$ cat src/rtl/if_fetch_unit_if.sv
// Fetch-stage bus bundle: icache request/response, hazard and redirect inputs,
// and the IF/ID producer fields. The fetch unit uses the master modport.
interface if_fetch_unit_if;
    logic        ihit;
    logic [31:0] iload;
    logic        imemREN;
    logic [31:0] imemaddr;
    logic        stall_IF;
    logic        redirect_valid;
    logic [31:0] redirect_addr;
    logic [31:0] instruction;
    logic [31:0] imemaddr_IF;
    logic [31:0] next_imemaddr;
    logic        enable_IF_ID;
    logic        flush_IF_ID;
    logic        halted;

    modport master (
        input  ihit, iload, stall_IF, redirect_valid, redirect_addr,
        output imemREN, imemaddr, instruction, imemaddr_IF, next_imemaddr,
               enable_IF_ID, flush_IF_ID, halted
    );

    modport slave (
        output ihit, iload, stall_IF, redirect_valid, redirect_addr,
        input  imemREN, imemaddr, instruction, imemaddr_IF, next_imemaddr,
               enable_IF_ID, flush_IF_ID, halted
    );
endinterface

$ cat src/rtl/if_fetch_unit.sv
// Instruction-fetch stage: owns the PC, requests from the icache and feeds IF/ID,
// buffering one instruction under hazard stalls and stopping on HALT.
//   state  | meaning
//   FETCH  | requesting icache at pc, delivering on ihit
//   HOLD   | instruction parked in ibuf while IF/ID is stalled
//   HALTED | HALT delivered, fetch stopped until redirect or reset
module if_fetch_unit #(
    parameter logic [31:0] PC_INIT     = 32'h0000_0000,
    parameter logic [5:0]  HALT_OPCODE = 6'h3F
) (
    input  logic           CLK,
    input  logic           nRST,
    if_fetch_unit_if.master bus
);

    typedef enum logic [1:0] {
        FETCH  = 2'd0,
        HOLD   = 2'd1,
        HALTED = 2'd2
    } state_t;

    state_t      state_q, state_d;
    logic [31:0] pc_q, pc_d;
    logic [31:0] ibuf_q, ibuf_d;
    logic [31:0] pc_plus4;

    assign pc_plus4 = pc_q + 32'd4;

    always_comb begin
        bus.imemREN       = (state_q == FETCH);
        bus.imemaddr      = pc_q;
        bus.instruction   = (state_q == HOLD) ? ibuf_q : bus.iload;
        bus.imemaddr_IF   = pc_q;
        bus.next_imemaddr = pc_plus4;
        bus.flush_IF_ID   = bus.redirect_valid;
        bus.halted        = (state_q == HALTED);
        bus.enable_IF_ID  = 1'b0;

        state_d = state_q;
        pc_d    = pc_q;
        ibuf_d  = ibuf_q;

        // Redirect outranks everything: any data arriving this cycle is wrong-path.
        if (bus.redirect_valid) begin
            pc_d    = bus.redirect_addr;
            state_d = FETCH;
        end else begin
            unique case (state_q)
                FETCH: begin
                    if (bus.ihit && !bus.stall_IF) begin
                        bus.enable_IF_ID = 1'b1;
                        pc_d             = pc_plus4;
                        state_d          = (bus.iload[31:26] == HALT_OPCODE) ? HALTED : FETCH;
                    end else if (bus.ihit) begin
                        ibuf_d  = bus.iload;
                        state_d = HOLD;
                    end
                end
                HOLD: begin
                    if (!bus.stall_IF) begin
                        bus.enable_IF_ID = 1'b1;
                        pc_d             = pc_plus4;
                        state_d          = (ibuf_q[31:26] == HALT_OPCODE) ? HALTED : FETCH;
                    end
                end
                HALTED: begin
                    state_d = HALTED;
                end
                default: begin
                    state_d = FETCH;
                end
            endcase
        end
    end

    always_ff @(posedge CLK or negedge nRST) begin
        if (!nRST) begin
            state_q <= FETCH;
            pc_q    <= PC_INIT;
            ibuf_q  <= 32'h0;
        end else begin
            state_q <= state_d;
            pc_q    <= pc_d;
            ibuf_q  <= ibuf_d;
        end
    end

endmodule

$ cat src/flat_wrapper.sv
// flat-port wrapper written by rule: the top's interface ports become plain ports
module if_fetch_unit_flat 
#(
    parameter logic [31:0] PC_INIT     = 32'h0000_0000,
    parameter logic [5:0]  HALT_OPCODE = 6'h3F
)
  (CLK, nRST, bus_ihit, bus_iload, bus_stall_IF, bus_redirect_valid, bus_redirect_addr, bus_imemREN, bus_imemaddr, bus_instruction, bus_imemaddr_IF, bus_next_imemaddr, bus_enable_IF_ID, bus_flush_IF_ID, bus_halted);
  if_fetch_unit_if bus_i ();
  input  logic CLK;
  input  logic nRST;
  input wire logic [$bits(bus_i.ihit)-1:0] bus_ihit;
  input wire logic [$bits(bus_i.iload)-1:0] bus_iload;
  input wire logic [$bits(bus_i.stall_IF)-1:0] bus_stall_IF;
  input wire logic [$bits(bus_i.redirect_valid)-1:0] bus_redirect_valid;
  input wire logic [$bits(bus_i.redirect_addr)-1:0] bus_redirect_addr;
  output wire logic [$bits(bus_i.imemREN)-1:0] bus_imemREN;
  output wire logic [$bits(bus_i.imemaddr)-1:0] bus_imemaddr;
  output wire logic [$bits(bus_i.instruction)-1:0] bus_instruction;
  output wire logic [$bits(bus_i.imemaddr_IF)-1:0] bus_imemaddr_IF;
  output wire logic [$bits(bus_i.next_imemaddr)-1:0] bus_next_imemaddr;
  output wire logic [$bits(bus_i.enable_IF_ID)-1:0] bus_enable_IF_ID;
  output wire logic [$bits(bus_i.flush_IF_ID)-1:0] bus_flush_IF_ID;
  output wire logic [$bits(bus_i.halted)-1:0] bus_halted;
  assign bus_i.ihit = bus_ihit;
  assign bus_i.iload = bus_iload;
  assign bus_i.stall_IF = bus_stall_IF;
  assign bus_i.redirect_valid = bus_redirect_valid;
  assign bus_i.redirect_addr = bus_redirect_addr;
  assign bus_imemREN = bus_i.imemREN;
  assign bus_imemaddr = bus_i.imemaddr;
  assign bus_instruction = bus_i.instruction;
  assign bus_imemaddr_IF = bus_i.imemaddr_IF;
  assign bus_next_imemaddr = bus_i.next_imemaddr;
  assign bus_enable_IF_ID = bus_i.enable_IF_ID;
  assign bus_flush_IF_ID = bus_i.flush_IF_ID;
  assign bus_halted = bus_i.halted;
  if_fetch_unit #(.PC_INIT(PC_INIT), .HALT_OPCODE(HALT_OPCODE)) u_core (.CLK(CLK), .nRST(nRST), .bus(bus_i));
endmodule
$ cat config.mk
export PLATFORM = sky130hd
export DESIGN_NAME = if_fetch_unit_flat
export DESIGN_NICKNAME = d
export VERILOG_FILES = /design/src/rtl/if_fetch_unit_if.sv /design/src/rtl/if_fetch_unit.sv /design/src/flat_wrapper.sv
export SDC_FILE = /design/constraint.sdc
export NUM_CORES = 1
export LEC_CHECK = 0
export BUFFER_PORTS_ARGS = -buffer_cell sky130_fd_sc_hd__buf_4
export CAP_MARGIN = 20
export CORE_UTILIZATION = 47
export DETAILED_ROUTE_END_ITERATION = 8
export HOLD_SLACK_MARGIN = 0.08
export PLACE_DENSITY = 0.88
export SLEW_MARGIN = 20
export SYNTH_ARGS = -nofsm -noshare
export SYNTH_HDL_FRONTEND = slang
export SYNTH_SLANG_ARGS = --single-unit
$ cat constraint.sdc
create_clock -name CLK -period 3.2 [get_ports CLK]
set_input_delay 0.64 -clock CLK [delete_from_list [all_inputs] [get_ports CLK]]
set_output_delay 0.64 -clock CLK [all_outputs]
set_load 0.02 [all_outputs]
==> flow_summary.yaml, run 1 <==
placed_design:
  dp_slack_ns: 0.0889
  port_buffers: 200
  finalWeightedCongestion: 0.883
  dp_cells: 682
  placed_area_mm2: 0.00554
  dp_hpwl_mm: 8.27
finish:
  final_nets: 659
  drive_gt1_share_pct: 51.5
  fill_cells: 659
  layoutNonFillerInstCount: 702
  n_antenna_cell: 0
  area_growth_syn_to_layout_pct: 37.7
  fin_area_mm2: 0.00579
floorplanning:
  die_w_um: 96.6
  fp.dieH_um: 96.6
  fp.coreArea_mm2: 0.00868
  die_area_mm2: 0.00933
  row_count: 34
  ioPinCount: 201
  start_util_pct: 48.5
setup_path:
  critical_path_class: "register to output port"
  critPathRequiredTime_ns: 2.56
  cp_slowest_cell: "or4_4"
  cp_top_family: "simple AND/OR/NAND/NOR gates"
  worstSetupStartpointType: "register"
  critPathMaxFanout: 6
  crit_buf_inv: 1
  slowest_delay_ns: 0.57
  cp-end-kind: "output port"
  critPathArrivalTime_ns: 2.48
  path_cells: "ha_4 -> nand3_2 -> or4_4 -> or2_1 -> nor2_2 -> xor2_1 -> buf_4"
synthesis:
  avgSynthCellArea_um2: 9.89
  synthArstFlopShare_pct: 100
  yosys_most_used_dff: "dfrtp_1"
  synth_compound_area_share_pct: 4.08
  ys_ff_latch: 66
  synth_cell_types: 39
  synth_area_mm2: 0.00421
  yosysSeqAreaShare_pct: 39.3
  synth-edff-count: 0
  synth_xor_area_share_pct: 11.9
  synthAdderAreaFrac_pct: 0.298
  yosys.area_share.simple_pct: 17.8
  syn_nets: 495
  synth_top_family_by_area: "multiplexers"
  synth_warnings: 0
  synthMuxAreaShare_pct: 17.9
  syn_inst: 425
detailed_routing:
  wl_per_cell_um: 16.2
  drtIter0Drc: 94
  first_pass_iters: 5
  routed_wl_mm: 11.4
  route.detailed.drc: 0
  vias: 3727
  ant_nets: 0
  vias_per_cell: 5.31
flow_run:
  drv_cap: 0
timing:
  relSlewSlack_pct: 43.0
  finalHoldViolations: 0
  fin_setup_tns_ns: 0
  whs_ns: 0.403
  final.setup_skew_ns: 0.0122
  setup_viol: 0
  setup_ws_ns: 0.0783
  tightest_slew_ns: 0.855
  final.min_clock_period_ns: 3.12
  min_period_over_period_pct: 97.6
  fmax_mhz: 320
  rsz0062_at_grt: "false"
  slew_viol_final: 0
power_and_ir_drop:
  power.leakage_nw: 2.61
  irDropWorstVdd_uv: 345
  power.density_mw_per_mm2: 460
global_routing:
  busiest_layer: "met2"
  grt_max_degree: 67
  use_met3_pct: 5.63
  use_met1_pct: 27.5
  antenna_found_initial: 0
  overflow: 0
  first_global_vias: 3451
  grt_util_met2_pct: 41.1
  grt_pass1_wl_mm: 16.6
  grt_use_total_pct: 23.3
cts:
  cts_buffer_depth: 2
  clk_pin_slew_ns: 0.08
  cts_sinks: 66
  htreeDepth: 3
  cts_made_buffers: 9
  clk_latency_ns: 0.35
  cts_tree: "built"
  cts-root-buf: "clkbuf_8"
  ctsHoldBuffers: 0
hold_path:
  hold_class: "input pin to asynchronous set/reset pin"
run_status:
  status: "completed"
==> power breakdown <==
part	internal (W)	total, W	switching, W
Combinational	0.000427	0.000864	0.000438
Sequential	0.000964	0.00110	0.000135
Clock	0.000357	0.000703	0.000346
==> path summary, 6_finish.rpt <==
path                            slack (ns)                    from  cells past startpoint                       to
worst min-delay path                  0.40                    nRST                      1        u_core.ibuf_q[16]
worst max register to register        1.04  u_core.bus.imemaddr[5]                      5  u_core.bus.imemaddr[26]
worst min register to register        0.51       u_core.ibuf_q[21]                      1        u_core.ibuf_q[21]
worst max-delay path                  0.08  u_core.bus.imemaddr[2]                      7    bus_next_imemaddr[26]
min in group CLK                      0.49   bus_redirect_addr[22]                      3  u_core.bus.imemaddr[22]
max in group asynchronous             2.18                    nRST                      1   u_core.bus.imemaddr[2]
==> area by class of cell <==
type / count / area, µm² / area share [%]
clock inverter: 7 / 70.1 / 1.21
sequential: 66 / 1650 / 28.5
timing repair buffer: 210 / 1580 / 27.2
inverter: 4 / 15.0 / 0.259
multi-input combinational: 298 / 2220 / 38.3
tap: 108 / 135 / 2.33
clock buffer: 9 / 124 / 2.14
==> cell usage after synthesis, types with 2 or more instances <==
cell / number / area (µm²)
and3_1: 2 / 12.5
and4_1: 2 / 17.5
buf_1: 4 / 15.0
buf_2: 5 / 25.0
buf_4: 36 / 270
clkbuf_1: 12 / 45.0
dfrtp_1: 66 / 1650
inv_1: 4 / 15.0
mux2_1: 7 / 78.8
mux2_2: 59 / 664
nand2_1: 49 / 184
nand2b_1: 2 / 12.5
nand3_1: 17 / 85.1
nand4_1: 12 / 75.1
nor2_1: 25 / 93.8
nor2b_1: 2 / 12.5
nor3_1: 6 / 30.0
nor3_2: 5 / 50.1
nor4_1: 3 / 18.8
nor4_2: 4 / 50.1
o21ai_0: 18 / 90.1
o21ai_1: 11 / 55.1
or2_1: 2 / 12.5
or2_2: 2 / 12.5
xnor2_1: 28 / 245
xor2_1: 29 / 254
==> through the flow <==
step                      total power, W  util (%)
after floorplan                  0.00161         -
after global placement           0.00194      63.8
after detailed placement         0.00197      63.8
after CTS                        0.00268      66.5
after global routing             0.00279      66.7
final                            0.00267      66.7
==> registers in the layout, indices dropped and copies added, names as in the netlist <==
| register | cells |
|---|---|
| u_core.bus.imemaddr | 32 |
| u_core.ibuf_q | 32 |
| u_core.state_q | 2 |
==> per-layer routing <==
metal | vias to the layer above | part of all wire, %
met4 | 0 | 1.8
met1 | 1774 | 38
met2 | 182 | 51
li1 | 1751 | -
met5 | - | 0
met3 | 20 | 8.7
==> cells in the final DEF (no fill, tap or decap), types with 2 or more instances in the layout <==
cell and count:
buf_4 210, dfrtp_1 65, mux2_2 59, nand2_1 49
xor2_1 29, xnor2_1 28, nor2_1 24, o21ai_0 18
nand3_1 16, nand4_1 12, o21ai_1 11, clkbuf_8 9
mux2_1 7, nor3_1 6, nor4_2 5, nor3_2 5
inv_1 4, clkinvlp_4 4, nor4_1 2, and4_1 2
or2_2 2, or2_1 2, and3_1 2, nand2b_1 2
clkinv_2 2
==> repair_timing <==
item | CTS | global route
endpoints found under the setup margin | 4 | 2
buffers inserted | 2 | 2
endpoints found under the hold margin | 0 | 0
pin swaps | 1 | 0
gates resized for setup | 6 | 0
==> kinds of logic after synthesis <==
family / after synthesis
fa+ha+maj: 1
mux: 67
flops: 66
compound gates: 32
xor+xnor: 57
simple gates: 141
buf+inv: 61
Note: power is estimated with default switching activity, not from simulation.
==> run 2: changes to the inputs <==
clock period = 3.55 ns   (was 3.2 ns; I/O delays follow)
==> run 2 against run 1 <==
Against the previous run: final cell count fell by 0.71%; sequential share of layout area barely moved; first-iteration DRC count rose by 13%; clock power rose by 11%; register-to-register slack improved by 0.15 ns; clock skew fell by 0.00084 ns; die area did not move; largest power group unchanged; highest routed layer unchanged.
==> flow_summary.yaml, run 2 (synthesis gave the netlist of run 1 again) <==
run_status:
  status: "completed"
timing:
  rsz0062_at_grt: "false"
  min_period_over_period_pct: 96.0
  final.min_clock_period_ns: 3.41
  slew_viol_final: 0
  finalHoldViolations: 0
  fmax_mhz: 293
  setup_viol: 0
  setup_ws_ns: 0.141
  relSlewSlack_pct: 39.0
  tightest_slew_ns: 0.909
  final.setup_skew_ns: 0.0113
  fin_setup_tns_ns: 0
flow_run:
  drv_cap: 0
placed_design:
  dp_cells: 681
  finalWeightedCongestion: 0.871
  port_buffers: 200
  dp_slack_ns: 0.513
  dp_hpwl_mm: 8.18
floorplanning:
  row_count: 34
  die_w_um: 96.6
  start_util_pct: 48.5
  fp.dieH_um: 96.6
  fp.coreArea_mm2: 0.00868
  die_area_mm2: 0.00933
  ioPinCount: 201
cts:
  ctsHoldBuffers: 0
  postCtsSetupBuffers: 0
  cts_tree: "built"
  post_cts_resized: 0
  cts_made_buffers: 9
  clk_pin_slew_ns: 0.08
  clk_latency_ns: 0.34
  cts_buffer_depth: 2
  cts_sinks: 66
  cts-root-buf: "clkbuf_8"
  htreeDepth: 3
setup_path:
  timing.rr.end: "u_core.bus.imemaddr[26]"
  critical_path_class: "register to output port"
  critPathMaxFanout: 6
  critPathRequiredTime_ns: 2.84
  cp-end-kind: "output port"
  worstSetupStartpointType: "register"
  r2r_cells: 6
  critPathArrivalTime_ns: 2.70
  reg2reg_slack_ns: 1.19
  worstReg2RegStart: "u_core.bus.imemaddr[2]"
finish:
  final_common_cell: "buf_4"
  fill_cells: 693
  multi_input_area_mm2: 0.00219
  layoutNonFillerInstCount: 697
  register_area_mm2: 0.00165
  area_growth_syn_to_layout_pct: 37.3
  layout_common_cells: "205 x buf_4, 66 x dfrtp_1, 59 x mux2_2"
  final_nets: 654
  n_antenna_cell: 0
  drive_gt1_share_pct: 50.1
detailed_routing:
  vias: 3665
  route.detailed.drc: 0
  vias_per_cell: 5.26
  drtIter0Drc: 106
  routed_wl_mm: 11.0
  ant_nets: 0
  first_pass_iters: 4
  wl_per_cell_um: 15.8
power_and_ir_drop:
  power.leakage_nw: 2.61
  irDropWorstVdd_uv: 252
  power.density_mw_per_mm2: 439
global_routing:
  grt_max_degree: 67
  first_global_vias: 3291
  antenna_found_initial: 0
  overflow: 0
  grt_use_total_pct: 22.9
  grt_pass1_wl_mm: 16.2
hold_path:
  hold_class: "input pin to asynchronous set/reset pin"
==> run 2: worst max-delay path by stage <==
stage | cells after the start | from | endpoint | slack, ns
after floorplan | 7 | u_core.bus.imemaddr[2] | bus_next_imemaddr[28] | 0.58
after global placement | 7 | u_core.bus.imemaddr[2] | bus_next_imemaddr[22] | 0.60
after detailed placement | 7 | u_core.bus.imemaddr[2] | bus_next_imemaddr[28] | 0.51
after CTS | 7 | u_core.bus.imemaddr[2] | bus_next_imemaddr[28] | 0.13
after global routing | 7 | u_core.bus.imemaddr[2] | bus_next_imemaddr[24] | 0.01
final | 7 | u_core.bus.imemaddr[2] | bus_next_imemaddr[28] | 0.14
==> run 2: cell type report <==
cell class                 count  area share (%)
sequential                    66            28.6
timing repair buffer         205            26.6
clock buffer                  10            2.21
multi-input combinational    298            38.0
inverter                       4           0.260
clock inverter                 6            1.99
tap                          108            2.34
==> run 2: power breakdown <==
part	internal [W]	switching, W	leakage [nW]	total [W]
registers	0.000869	0.000121	0.795	0.000990
clock network	0.000469	0.000310	0.117	0.000779
logic	0.000375	0.000390	1.70	0.000765
total	0.00171	0.000820	2.61	0.00253
==> run 2: metal layers <==
layer | global-route usage [%] | wire (µm)
met1 | 28.4 | 4520
met2 | 39.3 | 5460
met3 | 6.10 | 873
met4 | 6.37 | 132
met5 | 0 | 0
==> run 2: worst max-delay path: stages (launching register included) <==
cell     delay [ns]
dfrtp_1        0.45
ha_1           0.29
nand3_1        0.21
or4_1          0.62
or2_1          0.32
nor2_1         0.14
xor2_1         0.16
buf_4          0.16
==> run 2: through the flow <==
| stage | hold slack (ns) | total power, W | utilization (%) | instance area (µm²) |
|---|---|---|---|---|
| after floorplan | 0.414 | 0.00146 | - | 4210 |
| after global placement | 0.482 | 0.00174 | 63.8 | 5530 |
| after detailed placement | 0.491 | 0.00177 | 63.8 | 5530 |
| after CTS | 0.496 | 0.00255 | 66.6 | 5780 |
| after global routing | 0.519 | 0.00265 | 66.6 | 5780 |
| final | 0.480 | 0.00253 | 66.6 | 5780 |
